===== src/rtl/gate_pkg.sv =====
// Shared types and width helpers for the gate-cell receive path.
// Widths derive from the WIDTH/DEPTH parameters of each instance.
package gate_pkg;

   typedef enum logic {
      IDLE    = 1'b0,
      COLLECT = 1'b1
   } state_e;

   localparam int WIDTH_DEF = 8;
   localparam int DEPTH_DEF = 4;
   localparam int CNT_W     = $clog2(WIDTH_DEF);
   localparam int LVL_W     = $clog2(DEPTH_DEF) + 1;

   function automatic int cnt_w(input int width);
      return $clog2(width);
   endfunction

   function automatic int lvl_w(input int depth);
      return $clog2(depth) + 1;
   endfunction

endpackage


===== src/rtl/gate_result_collector_if.sv =====
// Bundle between the serial gate stream, the collector and the readout logic.
// The master drives the bit stream and the readout controls; the slave is the collector.
interface gate_result_collector_if #(
   parameter int WIDTH = 8,
   parameter int DEPTH = 4
);
   logic                     en_in;
   logic                     in_bit;
   logic                     word_ready;
   logic                     clr_ovf;
   logic [WIDTH-1:0]         word_out;
   logic                     word_valid;
   logic [$clog2(DEPTH):0]   fill_level;
   logic                     overflow;
   logic                     frame_err;

   modport master (
      output en_in, in_bit, word_ready, clr_ovf,
      input  word_out, word_valid, fill_level, overflow, frame_err
   );

   modport slave (
      input  en_in, in_bit, word_ready, clr_ovf,
      output word_out, word_valid, fill_level, overflow, frame_err
   );
endinterface


===== src/rtl/gate_sync_fifo.sv =====
// Synchronous FIFO with a registered head word; a push into a full FIFO
// only succeeds when a pop happens on the same edge.
module gate_sync_fifo
   import gate_pkg::*;
#(
   parameter int WIDTH = 8,
   parameter int DEPTH = 4
) (
   input  logic                      clk,
   input  logic                      rst,
   input  logic                      push,
   input  logic [WIDTH-1:0]          wdata,
   input  logic                      pop,
   output logic [WIDTH-1:0]          rdata,
   output logic [lvl_w(DEPTH)-1:0]   count,
   output logic                      full,
   output logic                      empty
);
   localparam int PTR_W = $clog2(DEPTH);
   localparam int LW    = lvl_w(DEPTH);
   localparam logic [LW-1:0] FULL_LVL = LW'(DEPTH);

   logic [WIDTH-1:0] mem_q [DEPTH];
   logic [PTR_W-1:0] wr_ptr_q, wr_ptr_d, rd_ptr_q, rd_ptr_d;
   logic [LW-1:0]    count_q, count_d;
   logic [WIDTH-1:0] head_q, head_d;
   logic             push_ok, pop_ok;

   always_comb begin
      empty    = (count_q == '0);
      full     = (count_q == FULL_LVL);
      pop_ok   = pop && !empty;
      push_ok  = push && (!full || pop_ok);
      wr_ptr_d = push_ok ? wr_ptr_q + 1'b1 : wr_ptr_q;
      rd_ptr_d = pop_ok  ? rd_ptr_q + 1'b1 : rd_ptr_q;
      count_d  = count_q;
      if (push_ok && !pop_ok)      count_d = count_q + 1'b1;
      else if (pop_ok && !push_ok) count_d = count_q - 1'b1;
      // The slot being written this edge can already be the next head.
      head_d = '0;
      if (count_d != '0)
         head_d = (push_ok && (rd_ptr_d == wr_ptr_q)) ? wdata : mem_q[rd_ptr_d];
   end

   always_ff @(posedge clk) begin
      if (push_ok) mem_q[wr_ptr_q] <= wdata;
   end

   always_ff @(posedge clk) begin
      if (rst) begin
         wr_ptr_q <= '0;
         rd_ptr_q <= '0;
         count_q  <= '0;
         head_q   <= '0;
      end else begin
         wr_ptr_q <= wr_ptr_d;
         rd_ptr_q <= rd_ptr_d;
         count_q  <= count_d;
         head_q   <= head_d;
      end
   end

   assign rdata = head_q;
   assign count = count_q;
endmodule


===== src/rtl/gate_result_collector.sv =====
// Receive end of the gate-cell stream: packs serial bits LSB-first into words,
// queues them for readout and flags timeouts inside a word and dropped words.
module gate_result_collector
   import gate_pkg::*;
#(
   parameter int WIDTH   = 8,
   parameter int DEPTH   = 4,
   parameter int TIMEOUT = 15
) (
   input logic                    clk,
   input logic                    rst,
   gate_result_collector_if.slave bus
);
   localparam int CW = cnt_w(WIDTH);
   localparam int IW = $clog2(TIMEOUT + 1);
   localparam logic [CW-1:0] LAST_BIT  = CW'(WIDTH - 1);
   localparam logic [IW-1:0] IDLE_LAST = IW'(TIMEOUT - 1);

   state_e                 state_q, state_d;
   logic [WIDTH-2:0]       shift_q, shift_d;
   logic [CW-1:0]          bit_cnt_q, bit_cnt_d;
   logic [IW-1:0]          idle_cnt_q, idle_cnt_d;
   logic                   frame_err_q, frame_err_d;
   logic                   overflow_q, overflow_d;
   logic                   push, pop;
   logic [WIDTH-1:0]       push_word;
   logic                   fifo_full, fifo_empty;
   logic [lvl_w(DEPTH)-1:0] fifo_count;

   always_comb begin
      state_d     = state_q;
      shift_d     = shift_q;
      bit_cnt_d   = bit_cnt_q;
      idle_cnt_d  = idle_cnt_q;
      frame_err_d = 1'b0;
      push        = 1'b0;
      push_word   = {bus.in_bit, shift_q};
      case (state_q)
         IDLE: begin
            if (bus.en_in) begin
               shift_d[0] = bus.in_bit;
               bit_cnt_d  = CW'(1);
               idle_cnt_d = '0;
               state_d    = COLLECT;
            end
         end
         COLLECT: begin
            // A bit on the would-be timeout cycle is accepted, not an error.
            if (bus.en_in) begin
               idle_cnt_d = '0;
               if (bit_cnt_q == LAST_BIT) begin
                  push      = 1'b1;
                  bit_cnt_d = '0;
                  state_d   = IDLE;
               end else begin
                  shift_d[bit_cnt_q] = bus.in_bit;
                  bit_cnt_d          = bit_cnt_q + 1'b1;
               end
            end else if (idle_cnt_q == IDLE_LAST) begin
               frame_err_d = 1'b1;
               bit_cnt_d   = '0;
               idle_cnt_d  = '0;
               state_d     = IDLE;
            end else begin
               idle_cnt_d = idle_cnt_q + 1'b1;
            end
         end
         default: state_d = IDLE;
      endcase

      pop = !fifo_empty && bus.word_ready;
      // A drop on the clearing edge keeps the flag set.
      if (push && fifo_full && !pop) overflow_d = 1'b1;
      else if (bus.clr_ovf)          overflow_d = 1'b0;
      else                           overflow_d = overflow_q;
   end

   always_ff @(posedge clk) begin
      if (rst) begin
         state_q     <= IDLE;
         shift_q     <= '0;
         bit_cnt_q   <= '0;
         idle_cnt_q  <= '0;
         frame_err_q <= 1'b0;
         overflow_q  <= 1'b0;
      end else begin
         state_q     <= state_d;
         shift_q     <= shift_d;
         bit_cnt_q   <= bit_cnt_d;
         idle_cnt_q  <= idle_cnt_d;
         frame_err_q <= frame_err_d;
         overflow_q  <= overflow_d;
      end
   end

   gate_sync_fifo #(
      .WIDTH (WIDTH),
      .DEPTH (DEPTH)
   ) u_fifo (
      .clk   (clk),
      .rst   (rst),
      .push  (push),
      .wdata (push_word),
      .pop   (bus.word_ready),
      .rdata (bus.word_out),
      .count (fifo_count),
      .full  (fifo_full),
      .empty (fifo_empty)
   );

   assign bus.word_valid = !fifo_empty;
   assign bus.fill_level = fifo_count;
   assign bus.overflow   = overflow_q;
   assign bus.frame_err  = frame_err_q;
endmodule

===== src/flat_wrapper.sv =====
// flat-port wrapper written by rule: the top's interface ports become plain ports
module gate_result_collector_flat import gate_pkg::*;
#(
   parameter int WIDTH   = 8,
   parameter int DEPTH   = 4,
   parameter int TIMEOUT = 15
)
  (clk, rst, bus_en_in, bus_in_bit, bus_word_ready, bus_clr_ovf, bus_word_out, bus_word_valid, bus_fill_level, bus_overflow, bus_frame_err);
  gate_result_collector_if #(.WIDTH(WIDTH), .DEPTH(DEPTH)) bus_i ();
  input logic clk;
  input logic rst;
  input wire logic [$bits(bus_i.en_in)-1:0] bus_en_in;
  input wire logic [$bits(bus_i.in_bit)-1:0] bus_in_bit;
  input wire logic [$bits(bus_i.word_ready)-1:0] bus_word_ready;
  input wire logic [$bits(bus_i.clr_ovf)-1:0] bus_clr_ovf;
  output wire logic [$bits(bus_i.word_out)-1:0] bus_word_out;
  output wire logic [$bits(bus_i.word_valid)-1:0] bus_word_valid;
  output wire logic [$bits(bus_i.fill_level)-1:0] bus_fill_level;
  output wire logic [$bits(bus_i.overflow)-1:0] bus_overflow;
  output wire logic [$bits(bus_i.frame_err)-1:0] bus_frame_err;
  assign bus_i.en_in = bus_en_in;
  assign bus_i.in_bit = bus_in_bit;
  assign bus_i.word_ready = bus_word_ready;
  assign bus_i.clr_ovf = bus_clr_ovf;
  assign bus_word_out = bus_i.word_out;
  assign bus_word_valid = bus_i.word_valid;
  assign bus_fill_level = bus_i.fill_level;
  assign bus_overflow = bus_i.overflow;
  assign bus_frame_err = bus_i.frame_err;
  gate_result_collector #(.WIDTH(WIDTH), .DEPTH(DEPTH), .TIMEOUT(TIMEOUT)) u_core (.clk(clk), .rst(rst), .bus(bus_i));
endmodule

===== config.mk =====
export PLATFORM = sky130hd
export DESIGN_NAME = gate_result_collector_flat
export DESIGN_NICKNAME = d
export VERILOG_FILES = /design/src/rtl/gate_pkg.sv /design/src/rtl/gate_result_collector_if.sv /design/src/rtl/gate_sync_fifo.sv /design/src/rtl/gate_result_collector.sv /design/src/flat_wrapper.sv
export SDC_FILE = /design/constraint.sdc
export NUM_CORES = 1
export LEC_CHECK = 0
export CORE_AREA = 4 4 70 88
export CTS_CLUSTER_DIAMETER = 60
export DETAILED_ROUTE_END_ITERATION = 10
export DIE_AREA = 0 0 74 92
export MAX_ROUTING_LAYER = met4
export PLACE_DENSITY = 0.84
export SYNTH_ARGS = -nofsm -noshare
export SYNTH_HDL_FRONTEND = slang
export SYNTH_SLANG_ARGS = --single-unit

===== constraint.sdc =====
create_clock -name clk -period 2.3 [get_ports clk]
set_input_delay 0.345 -clock clk [delete_from_list [all_inputs] [get_ports clk]]
set_output_delay 0.345 -clock clk [all_outputs]
set_load 0.1 [all_outputs]

Word level (Yosys, flattened, before mapping)
Memory sizes are Yosys's and may differ from the RTL's. A register that Yosys moved wholly into a read port is not among the register bits.
Cells that the tools add are included.

word-level totals
  output and inout port bits = 14
  input port bits = 6
  flip-flop bits (word level) = 24
  memories kept = 1
  RAM bits = 32
  word-level logic and storage cells = 81

memory list
  memory               words  width  read ports  clocked after Yosys merged registers in  wr ports  line                  text
  u_core.u_fifo.mem_q  4      8      1           1                                        1         gate_sync_fifo.sv:23  logic [WIDTH-1:0] mem_q [DEPTH];

operators by class
  bitwise operators = 3
  magnitude comparators = 2
  equality and inequality tests = 7
  multiplexer cells = 32
  reduce and logical (&&, ||, !) cells = 20
  add/sub/neg operators = 6

operators by type and width
  kind                                                         number
  2-to-1 mux 3 bit                                             6
  2-to-1 mux 1 bit                                             16
  2-to-1 mux 4 bit                                             3
  case mux 4 bit (2 select lines)                              1
  bitwise mux 7 bit                                            1
  logical AND 1 bit                                            7
  adder 3 x 1 -> 3 bit (second input constant)                 2
  == test 3 bit (second input constant)                        2
  inequality test 2 bit (second input constant)                3
  case mux 3 bit (2 select lines)                              1
  AND reduction 3 bit                                          2
  adder 2 x 1 -> 2 bit (second input constant)                 2
  adder 4 x 1 -> 4 bit (second input constant)                 1
  == test 4 bit (second input constant)                        1
  logical NOT 1 bit                                            4
  less-than comparator 3 x 4 -> 1 bit (second input constant)  1
  case mux 1 bit (2 select lines)                              2
  demux 1 bit (select 3 bit)                                   1
  >= comparator 3 x 1 -> 1 bit (second input constant)         1
  logical NOT 3 bit                                            1
  inequality test 3 bit (second input constant)                1
  NOT 1 bit                                                    3
  nonzero test 3 bit                                           1
  OR reduction 3 bit                                           1
  6 further kinds                                              6

Logic depth before layout (Yosys ltp)
Gate-level depths: netlist (run 1).

  depth in word-level cells = 12
  mapped depth = 10
  gate-level depth less buffers = 8

Modules after synthesis
From an unflattened synthesis (run 1), not the netlist that was laid out.

second synthesis, totals
  cell total of the unflattened synthesis = 247
  area, all modules = 3,221.8 um^2

modules (own cells, without submodules)
  module                 area each (um^2)  seq. area each (um^2)  instances  cells each
  gate_sync_fifo         2,391.0           1,261.2                1          158
  gate_result_collector  830.8             340.3                  1          89

Worst setup path after synthesis (run 1)
No wires, ideal clock.

  path kind = reg2reg
  start point = reg u_core.u_fifo.count_q[0], in the netlist u_core.u_fifo.count[0]
  end point = reg u_core.u_fifo.head_q[0], in the netlist u_core.u_fifo.rdata[0], read port of u_core.u_fifo.mem_q
  cell stages (with the launch flop) = 10
  clock period less this slack = 3,215 ps
  setup time = 141 ps
  path slack = -915 ps
  arrival = 3,074 ps
  data required time = 2,159 ps
  buffers on the path = 1
  cell sequence = dfxtp_1 inv_1 ha_1 nor2b_1 buf_6 inv_2 nand4_1 and3_1 o41ai_4 a311oi_1

on the way
  word-level cells in the longest chain between the ends = 12
  elaborated cells between the ends (all ways) = 19
  classes of those cells = add/sub: 2; eq/ne: 1; mux: 3; bitwise: 1; reduce/logical: 12

RTL lines
  item                                 line                  text
  start, declared                      gate_sync_fifo.sv:25  logic [LW-1:0] count_q, count_d;
  start signal, assigned               gate_sync_fifo.sv:58  count_q <= count_d;
  logical NOT 3 bit *                  gate_sync_fifo.sv:30  empty = (count_q == '0);
  logical NOT 1 bit *                  n/a
  via bus_word_valid                   flat_wrapper.sv:17    output wire logic [$bits(bus_i.word_valid)-1:0] bus_word_valid;
  logical AND 1 bit *                  gate_sync_fifo.sv:32  pop_ok = pop && !empty;
  logical OR 1 bit                     gate_sync_fifo.sv:33  push_ok = push && (!full || pop_ok);
  logical AND 1 bit                    gate_sync_fifo.sv:33
  logical NOT 1 bit                    gate_sync_fifo.sv:38  else if (pop_ok && !push_ok) count_d = count_q - 1'b1;
  logical AND 1 bit                    gate_sync_fifo.sv:38
  2-to-1 mux 3 bit                     gate_sync_fifo.sv:38
  2-to-1 mux 3 bit                     gate_sync_fifo.sv:37  if (push_ok && !pop_ok) count_d = count_q + 1'b1;
  nonzero test 3 bit                   gate_sync_fifo.sv:41  if (count_d != '0)
  NOT 1 bit (no source line)           n/a
  OR reduction 2 bit (no source line)  n/a
  end, declared                        gate_sync_fifo.sv:26  logic [WIDTH-1:0] head_q, head_d;

Mark *: on every way through the listed nets, which the timed path passes. The rest lies on a longest branch.
A chain may end at the register's enable or synchronous reset.

Final worst setup path (run 1)
  start point = reg u_core.u_fifo.count_q[0], in the netlist u_core.u_fifo.count[0]
  end point = reg u_core.u_fifo.head_q[4], in the netlist u_core.u_fifo.rdata[4], read port of u_core.u_fifo.mem_q

on the way
  word-level cells in the longest chain between the ends = 12
  elaborated cells between the ends (all ways) = 19
  classes of those cells = add/sub: 2; eq/ne: 1; mux: 3; bitwise: 1; reduce/logical: 12

RTL lines
  item                                 line
  logical NOT 3 bit                    gate_sync_fifo.sv:30
  logical NOT 1 bit                    gate_sync_fifo.sv:32
  logical AND 1 bit                    gate_sync_fifo.sv:32
  logical OR 1 bit                     gate_sync_fifo.sv:33
  logical AND 1 bit                    gate_sync_fifo.sv:33
  logical NOT 1 bit                    gate_sync_fifo.sv:38
  logical AND 1 bit                    gate_sync_fifo.sv:38
  2-to-1 mux 3 bit                     gate_sync_fifo.sv:38
  2-to-1 mux 3 bit                     gate_sync_fifo.sv:37
  nonzero test 3 bit                   gate_sync_fifo.sv:41
  NOT 1 bit (no source line)           n/a
  OR reduction 2 bit (no source line)  n/a

Several ways; a longest one is shown, not always the timed one.

==> impl_metrics.py, run 1 <==
metrics = {
    "status": {
        "status": "finished clean",
    },
    "clock_network": {
        "path_clk_slew_ps": 70,
        "clockRootBuffer": "clkbuf_8",
        "cts_setup_buffers": 0,
        "htree_num_levels": 3,
        "tritoncts": "built",
        "tritoncts.num_buffers": 9,
        "clk_latency_ps": 350,
        "cts_buffer_depth": 2,
        "numClockSinks": 64,
    },
    "power": {
        "vdd_drop_max_mv": 0.618,
        "power_mw": 3.87,
        "leakagePower_nw": 1.35,
        "p_per_area_mw_per_mm2": 1060,
    },
    "sta": {
        "fin_tns_setup_ps": 0,
        "grt_setup_unrepaired": "no",
        "tightest_slew_ps": 632,
        "drv_slew": 0,
        "finalClockSkew_ps": 8.17,
        "finalCritPeriodShare_pct": 95.9,
        "slew_headroom_pct": 57.6,
        "fmax_mhz": 454,
        "finalHoldViolCount": 0,
        "setup-violations-final": 0,
        "fin_crit_ps": 2200,
    },
    "yosys": {
        "syn_inst": 278,
        "synth-main-ff-cell": "edfxtp_1",
        "synth_top_area_share_pct": 31.8,
        "synthAdderAreaFrac_pct": 4.55,
        "synth_edf_count": 32,
        "synthesis.nets": 295,
        "syn_area_per_cell_um2": 10.9,
        "yosysUniqueCellTypes": 50,
        "synth-seq-area-share_pct": 53.0,
        "async_flop_share_pct": 0,
        "yosys_register_bits": 64,
        "synth_warnings": 0,
        "synth_top_family_by_area": "compound AO/OA/AOI/OAI gates",
        "yosys.area_share.simple_pct": 12.8,
        "synth-xor-area-share_pct": 0.869,
        "synthMuxAreaShare_pct": 5.30,
        "synth_compound_area_share_pct": 18.8,
        "synth_area_leader_cell": "edfxtp_1",
        "yosys-top-cells-area": "edfxtp_1, dfxtp_1, ha_1, a21oi_1, mux2_2",
        "synth_area_mm2": 0.00302,
    },
    "cells_and_area": {
        "antenna_cells": 0,
        "regArea_mm2": 0.00161,
        "drive_above_1_share_pct": 23.2,
        "nets": 331,
        "fin_util_pct": 67.9,
        "fillers": 389,
        "multi_input_area_mm2": 0.00133,
        "syn_to_final_growth_pct": 20.6,
    },
    "global_routing": {
        "grt_overflow": 0,
        "track_usage_pct": 21.4,
        "grt_max_degree": 22,
        "grt_pass1_vias": 2272,
        "antenna_found_initial": 0,
        "grt_first_pass_wirelength_mm": 10.7,
    },
    "route": {
        "wl_per_cell_um": 17.7,
        "antenna_left": 0,
        "routed_wl_mm": 6.77,
        "dr.pass1.iters": 5,
        "via_per_inst": 6.13,
        "met1_length_mm": 2.70,
        "first_iter_violations": 335,
        "drc": 0,
        "vias": 2348,
        "route.met3.wl_um": 429,
        "top_layer_used": "met4",
        "wl_met2_mm": 3.45,
    },
    "floorplanning": {
        "ios": 20,
        "core_mm2": 0.00537,
        "dieArea_mm2": 0.00681,
        "start_util_pct": 56.3,
        "die_w_um": 74,
        "num_rows": 30,
        "die_h_um": 92,
    },
    "run": {
        "cap_violations": 0,
    },
    "hold_path": {
        "hp-class": "flip-flop to flip-flop",
    },
    "critical_path": {
        "end_kind": "flip-flop",
        "crit_required_ps": 2550,
        "cp.arrival_ps": 2450,
        "path_max_fanout": 9,
        "cp-start-kind": "flip-flop",
        "criticalPathCategory": "flip-flop to flip-flop",
    },
    "placed_design": {
        "hpwl_mm": 4.46,
        "port_buffers": 19,
        "gp_congestion": 0.878,
    },
}
[kinds of logic after synthesis]
family	Yosys count
and+or+nand+nor	79
AOI/OAI and AO/OA	74
DFF	64
buffers and inverters	32
muxes	15
adders and majority gates	11
xor gates and xnor gates	3
[Yosys cell counts, types with 8 or more instances]
master	number
mux2_2	8
a311oi_1	8
a22oi_1	9
nor2_1	24
dfxtp_1	32
ha_1	11
edfxtp_1	32
a211oi_1	9
a21oi_1	18
o311ai_0	8
nand2_1	16
inv_1	17
[layout by cell type (no fill, tap or decap), types with 3 or more instances in the layout]
cell type        instances
edfxtp_1                32
buf_4                   31
dfxtp_1                 29
nor2_1                  24
a21oi_1                 18
inv_1                   17
nand2_1                 16
ha_1                    11
a22oi_1                  9
a211oi_1                 9
clkbuf_8                 9
o311ai_0                 8
mux2_2                   8
a311oi_1                 8
nand3_1                  7
mux2i_1                  7
nor3_1                   6
and2_1                   5
o21ai_0                  5
clkdlybuf4s50_1          5
xnor2_1                  3
nand4_1                  3
[routing by layer]
| metal | GRT usage [%] | vias to the layer above |
|---|---|---|
| met5 | - | - |
| met4 | 12.8 | 0 |
| met3 | 4.28 | 20 |
| met2 | 32.1 | 101 |
| met1 | 26.2 | 1113 |
| li1 | - | 1114 |
[flip-flops by register name (all words and copies together), names as in the netlist]
name and cells:
u_core.u_fifo.mem_q 32, u_core.u_fifo.wr_ptr_q 2, u_core.state_q 1, u_core.idle_cnt_q 4, u_core.shift_q 7, u_core.u_fifo.rdata 8
u_core.bit_cnt_q 3, u_core.bus.frame_err 1, u_core.u_fifo.rd_ptr_q 2, u_core.u_fifo.count 3, u_core.bus.overflow 1
[cell type report]
| class | count | share of cell area [%] |
|---|---|---|
| inverters | 18 | 2.06 |
| clock inverters | 6 | 2.30 |
| clock buffers | 10 | 3.50 |
| repair buffers | 39 | 9.17 |
| flip-flops and latches | 64 | 44.2 |
| well taps | 64 | 2.20 |
| multi-input cells | 182 | 36.6 |
[stage by stage]
| step | area (um^2) | std cells | hold WS, ps | setup WS [ps] |
|---|---|---|---|---|
| after global routing | 3640 | 383 | 553 | 12.5 |
| after floorplan | 3040 | 278 | 424 | 0.994 |
| final | 3640 | 383 | 532 | 95.4 |
| after CTS | 3590 | 383 | 534 | 61.0 |
| after global placement | 3380 | 367 | 517 | 90.6 |
| after detailed placement | 3380 | 367 | 521 | 42.5 |
[final timing paths]
| kind | end | cells after the start | slack [ps] | from |
|---|---|---|---|---|
| max | u_core.u_fifo.rdata[4] | 8 | 100 | u_core.u_fifo.count[0] |
| min | u_core.u_fifo.mem_q[0][1] | 0 | 530 | u_core.shift_q[1] |
| max reg2reg | u_core.u_fifo.rdata[4] | 8 | 100 | u_core.u_fifo.count[0] |
| min reg2reg | u_core.u_fifo.mem_q[0][1] | 0 | 530 | u_core.shift_q[1] |
[power by group]
group / internal [mW] / total [mW] / switching (mW)
clock: 0.604 / 1.03 / 0.428
combinational: 0.504 / 1.53 / 1.03
sequential: 1.25 / 1.31 / 0.0553
total: 2.36 / 3.87 / 1.51
[worst max-delay path, cell delays in order (launching register included)]
cell	delay [ps]
dfxtp_4	380
inv_1	80
ha_1	230
nor2b_2	180
buf_6	150
nor4_2	380
a31oi_4	130
a21o_4	310
a311oi_1	270
[repair_timing]
action,4_1_cts,5_1_grt
resized for setup,0,11
endpoints found under the hold margin,0,0
hold buffers,0,0
setup endpoints to repair,0,8
(Power assumes the default switching activity.)
==> run 2: changes to the inputs <==
Settings changed: CAP_MARGIN set to 40, CORE_AREA 4 4 70 88 to 10 10 76 94, DIE_AREA 0 0 74 92 to 0 0 86 104.
==> run 2 against run 1 <==
  * Critical path depth up 1
  * Largest cell class unchanged
  * Clock power down 9%
  * Critical path type unchanged
  * Largest power group unchanged
  * Combinational power down 4%
==> impl_metrics.py, run 2 (same netlist as run 1, synthesis figures left out) <==
metrics = {
    "critical_path": {
        "critPathSlowestCell": "dfxtp_4",
        "r2r_setup_slack_ps": 140,
        "r2r-end": "u_core.u_fifo.rdata[1]",
        "end_kind": "flip-flop",
        "path_max_fanout": 9,
        "path_cells": "inv_1 > ha_1 > nor2b_1 > buf_4 > inv_8 > a21boi_2 > o211ai_2 > a21o_4 > a311oi_1",
        "max_stage_delay_ps": 360,
        "cp-start-kind": "flip-flop",
        "worstRegToRegCells": 9,
        "timing.rr.start": "u_core.u_fifo.count[1]",
        "criticalPathCategory": "flip-flop to flip-flop",
        "cp.arrival_ps": 2400,
        "crit_required_ps": 2540,
    },
    "sta": {
        "grt_setup_unrepaired": "no",
        "fin_tns_setup_ps": 0,
        "timing.hold.ws_ps": 534,
        "fmax_mhz": 463,
        "drv_slew": 0,
        "fin_crit_ps": 2160,
        "finalHoldViolCount": 0,
        "slew_headroom_pct": 68.0,
        "setup-violations-final": 0,
        "finalCritPeriodShare_pct": 93.9,
        "finalClockSkew_ps": 7.44,
        "tightest_slew_ps": 478,
        "fin_ws_ps": 141,
    },
    "power": {
        "vdd_drop_max_mv": 0.558,
        "pwr-share-clk_pct": 25.2,
        "pwr-share-seq_pct": 35.1,
        "p_sw_mw": 1.49,
        "power_frac_comb_pct": 39.7,
        "switching_share_pct": 40.1,
        "p_per_area_mw_per_mm2": 1030,
        "p_int_mw": 2.22,
        "leakagePower_nw": 1.34,
    },
    "placed_design": {
        "port_buffers": 19,
        "post-place-ws_ps": 0.862,
        "gp_congestion": 0.923,
        "place_inst": 366,
        "hpwl_mm": 4.73,
    },
    "floorplanning": {
        "start_util_pct": 56.3,
        "ios": 20,
        "num_rows": 30,
        "core_mm2": 0.00537,
        "die_w_um": 86,
        "dieArea_mm2": 0.00894,
        "die_h_um": 104,
    },
    "route": {
        "dr.pass1.iters": 4,
        "drc": 0,
        "first_iter_violations": 153,
        "routed_wl_mm": 6.68,
        "antenna_left": 0,
        "vias": 2281,
        "wl_per_cell_um": 17.5,
        "via_per_inst": 5.97,
    },
    "clock_network": {
        "numClockSinks": 64,
        "cts_buffer_depth": 2,
        "path_clk_slew_ps": 70,
        "tritoncts.num_buffers": 9,
        "clk_latency_ps": 330,
        "htree_num_levels": 3,
        "tritoncts": "built",
        "clockRootBuffer": "clkbuf_8",
        "cts_setup_buffers": 0,
    },
    "hold_path": {
        "hold_depth": 2,
        "hold_end": "u_core.u_fifo.count[0]",
        "min_from": "u_core.u_fifo.count[0]",
        "hp-class": "flip-flop to flip-flop",
    },
    "cells_and_area": {
        "drive_above_1_share_pct": 22.6,
        "layout_common_cells": "edfxtp_1, buf_4, dfxtp_1",
        "multi_input_area_mm2": 0.00131,
        "fillers": 411,
        "top_register": "u_core.u_fifo.mem_q",
        "regArea_mm2": 0.00161,
        "syn_to_final_growth_pct": 18.7,
        "largest_register_ffs": 32,
        "nets": 330,
        "final_cells": 382,
        "antenna_cells": 0,
        "layout_commonest_cell": "edfxtp_1",
    },
    "global_routing": {
        "track_usage_pct": 15.4,
        "grt_util_met3_pct": 3.92,
        "grt_pass1_vias": 2229,
        "use_met1_pct": 16.6,
        "grt_first_pass_wirelength_mm": 10.8,
        "grt_max_degree": 22,
        "antenna_found_initial": 0,
        "grt_overflow": 0,
        "use_met2_pct": 26.2,
        "busiest_layer": "met2",
    },
    "status": {
        "status": "finished clean",
    },
    "run": {
        "cap_violations": 0,
    },
}
## run 2: routing by layer
layer / share of wire (%) / routed length (um)
met1: 40 / 2680
met3: 6.1 / 409
met2: 52 / 3480
met5: 0 / 0
met4: 1.6 / 109
## run 2: critical path: cells and delay by family, from the launching register on
family,cells,cell delay [ps]
adder cells (fa/ha/maj),1,190
flip-flops,1,360
AO/OA/AOI/OAI,4,950
buffers and inverters,3,400
AND/OR/NAND/NOR,1,170
## run 2: area by class of cell
type                            count  share of cell area [%]
Sequential cell                    64                    44.9
Multi-Input combinational cell    182                    36.4
Timing Repair Buffer               38                    8.99
Clock buffer                        9                    3.45
Tap cell                           64                    2.23
Inverter                           18                    2.09
Clock inverter                      7                    1.99
## run 2: metrics by stage
step	area, um^2	util [%]	total power, mW
4_1_cts	3560	66.4	3.69
3_5_place_dp	3370	62.8	2.77
3_3_place_gp	3370	62.8	2.74
2_1_floorplan	3040	-	2.40
6_report	3590	66.9	3.71
5_1_grt	3590	66.9	3.88
## run 2: worst max-delay path by stage
| stage | cells after the start | slack, ps | from | end |
|---|---|---|---|---|
| final | 9 | 140 | u_core.u_fifo.count[1] | u_core.u_fifo.rdata[1] |
| after global routing | 9 | 20 | u_core.u_fifo.count[1] | u_core.u_fifo.rdata[4] |
| after CTS | 7 | 130 | u_core.u_fifo.count[0] | u_core.u_fifo.rdata[2] |
| after detailed placement | 5 | 0.9 | bus_word_ready | u_core.u_fifo.rdata[2] |
| after global placement | 7 | 60 | bus_en_in | u_core.u_fifo.rdata[7] |
| after floorplan | 9 | 1 | u_core.u_fifo.count[0] | u_core.u_fifo.rdata[0] |
## run 2: what timing repair did
item | in CTS | in global routing
gates resized for setup | 0 | 5
setup endpoints to repair | 0 | 7
hold buffers | 0 | 0
## run 2: power groups by stage
stage                     combinational [mW]  clock (mW)  sequential [mW]
after floorplan                        0.785           0             1.61
after global placement                  1.42           0             1.32
after detailed placement                1.44           0             1.32
after CTS                               1.45       0.947             1.30
after global routing                    1.58       0.994             1.31
final                                   1.47       0.936             1.30
==> run 3: changes to the inputs <==
Settings changed: CTS_BUF_LIST set to sky130_fd_sc_hd__clkbuf_16.
==> run 3 against run 2 <==
  * Non-clock buffer count unchanged
  * Worst hold slack lost 6.1 ps
  * Global-route usage rose by 0.82 points
  * Utilization rose by 2.3 points
  * Via count grew 2.8%
  * Critical endpoint is now u_core.u_fifo.rdata[2]
  * Sequential share of layout area down 1.5 points
  * Sequential power is essentially flat
  * First-iteration DRC count increased by 31%
  * Clock power is 41% higher
  * Power up 12%
  * Largest power group unchanged
  * Sequential cell count is the same
  * Highest routed layer unchanged
  * Die area did not move
==> impl_metrics.py, run 3 (same netlist as run 1, synthesis figures left out) <==
metrics = {
    "status": {
        "status": "finished clean",
    },
    "route": {
        "wl_per_cell_um": 18.5,
        "vias": 2345,
        "first_iter_violations": 201,
        "drc": 0,
        "top_layer_used": "met4",
        "via_per_inst": 6.14,
        "routed_wl_mm": 7.09,
        "route.met3.wl_um": 468,
        "antenna_left": 0,
        "dr.pass1.iters": 5,
        "met1_length_mm": 2.75,
        "wl_met2_mm": 3.73,
    },
    "sta": {
        "fmax_mhz": 463,
        "finalHoldViolCount": 0,
        "finalClockSkew_ps": 6.58,
        "tightest_slew_ps": 561,
        "timing.hold.ws_ps": 528,
        "drv_slew": 0,
        "slew_headroom_pct": 62.4,
        "fin_crit_ps": 2160,
        "setup-violations-final": 0,
        "finalCritPeriodShare_pct": 93.9,
    },
    "clock_network": {
        "path_clk_slew_ps": 50,
        "numClockSinks": 64,
        "ctsHoldBuffers": 0,
        "clk_latency_ps": 320,
        "cts_buffer_depth": 2,
        "tritoncts": "built",
        "htree_num_levels": 3,
        "clockRootBuffer": "clkbuf_16",
        "tritoncts.num_buffers": 9,
    },
    "critical_path": {
        "end_kind": "flip-flop",
        "cp-start-kind": "flip-flop",
        "criticalPathCategory": "flip-flop to flip-flop",
        "crit_required_ps": 2530,
        "cp.arrival_ps": 2390,
        "path_max_fanout": 9,
    },
    "run": {
        "cap_violations": 0,
    },
    "cells_and_area": {
        "layout_common_cells": "edfxtp_1, buf_4, dfxtp_1",
        "top_register": "u_core.u_fifo.mem_q",
        "drive_above_1_share_pct": 23.0,
        "syn_to_final_growth_pct": 22.8,
        "final_cells": 382,
        "nets": 330,
        "largest_register_ffs": 32,
        "antenna_cells": 0,
        "layout_commonest_cell": "edfxtp_1",
        "fin_util_pct": 69.2,
    },
    "global_routing": {
        "antenna_found_initial": 0,
        "grt_max_degree": 22,
        "track_usage_pct": 16.2,
        "grt_pass1_vias": 2278,
        "grt_overflow": 0,
        "grt_first_pass_wirelength_mm": 11.4,
    },
    "placed_design": {
        "port_buffers": 19,
        "gp_congestion": 0.923,
        "place_inst": 366,
        "hpwl_mm": 4.73,
    },
    "power": {
        "p_per_area_mw_per_mm2": 1120,
        "power_mw": 4.14,
        "vdd_drop_max_mv": 0.559,
        "leakagePower_nw": 1.39,
    },
    "floorplanning": {
        "start_util_pct": 56.3,
        "die_h_um": 104,
        "ios": 20,
        "dieArea_mm2": 0.00894,
        "core_mm2": 0.00537,
        "die_w_um": 86,
        "num_rows": 30,
    },
    "hold_path": {
        "hp-class": "flip-flop to flip-flop",
    },
}
[run 3: repair_timing]
action                                  4_1_cts  5_1_grt
setup buffers                                 0        0
resized for setup                             0        8
endpoints found under the setup margin        0        8
[run 3: worst paths after layout]
check | from | slack (ps) | cells past startpoint | to
setup / recovery | u_core.u_fifo.count[1] | 140 | 9 | u_core.u_fifo.rdata[2]
hold / removal | u_core.u_fifo.count[0] | 530 | 2 | u_core.u_fifo.count[0]
setup reg to reg | u_core.u_fifo.count[1] | 140 | 9 | u_core.u_fifo.rdata[2]
hold reg to reg | u_core.u_fifo.count[0] | 530 | 2 | u_core.u_fifo.count[0]
[run 3: metrics by stage]
stage / instance area, um^2 / worst slack, ps / setup TNS, ps
after global placement: 3370 / 55.1 / 0
after CTS: 3660 / 106 / 0
after detailed placement: 3370 / 0.862 / 0
after floorplan: 3040 / 0.994 / 0
after global routing: 3710 / -2.09 / -2.09
final: 3710 / 140 / 0
[run 3: worst max-delay path, stage by stage, from the launching register on]
cell	delay, ps
dfxtp_4	350
inv_1	120
ha_1	190
nor2b_1	180
buf_4	230
inv_8	60
a21boi_2	220
or2_2	290
a22oi_1	130
a311oi_1	290
[run 3: final cells by class]
| cell class | count | area (um^2) |
|---|---|---|
| well taps | 64 | 80.1 |
| multi-input cells | 182 | 1330 |
| repair buffers | 38 | 323 |
| flip-flops and latches | 64 | 1610 |
| inverters | 18 | 75.1 |
| clock inverters | 7 | 71.3 |
| clock buffers | 9 | 225 |
| fillers | 384 | 1650 |
[run 3: power by group]
group | switching, mW | internal [mW]
Clock | 0.486 | 0.837
Combinational | 1.04 | 0.481
Sequential | 0.0490 | 1.25
Total | 1.57 | 2.57
[run 3: routing by layer]
metal  track usage, %  vias to the layer above
met4             6.60                        0
met3             4.23                       14
met2             27.6                       97
met1             17.2                     1119
li1                 -                     1115
met5                -                        -
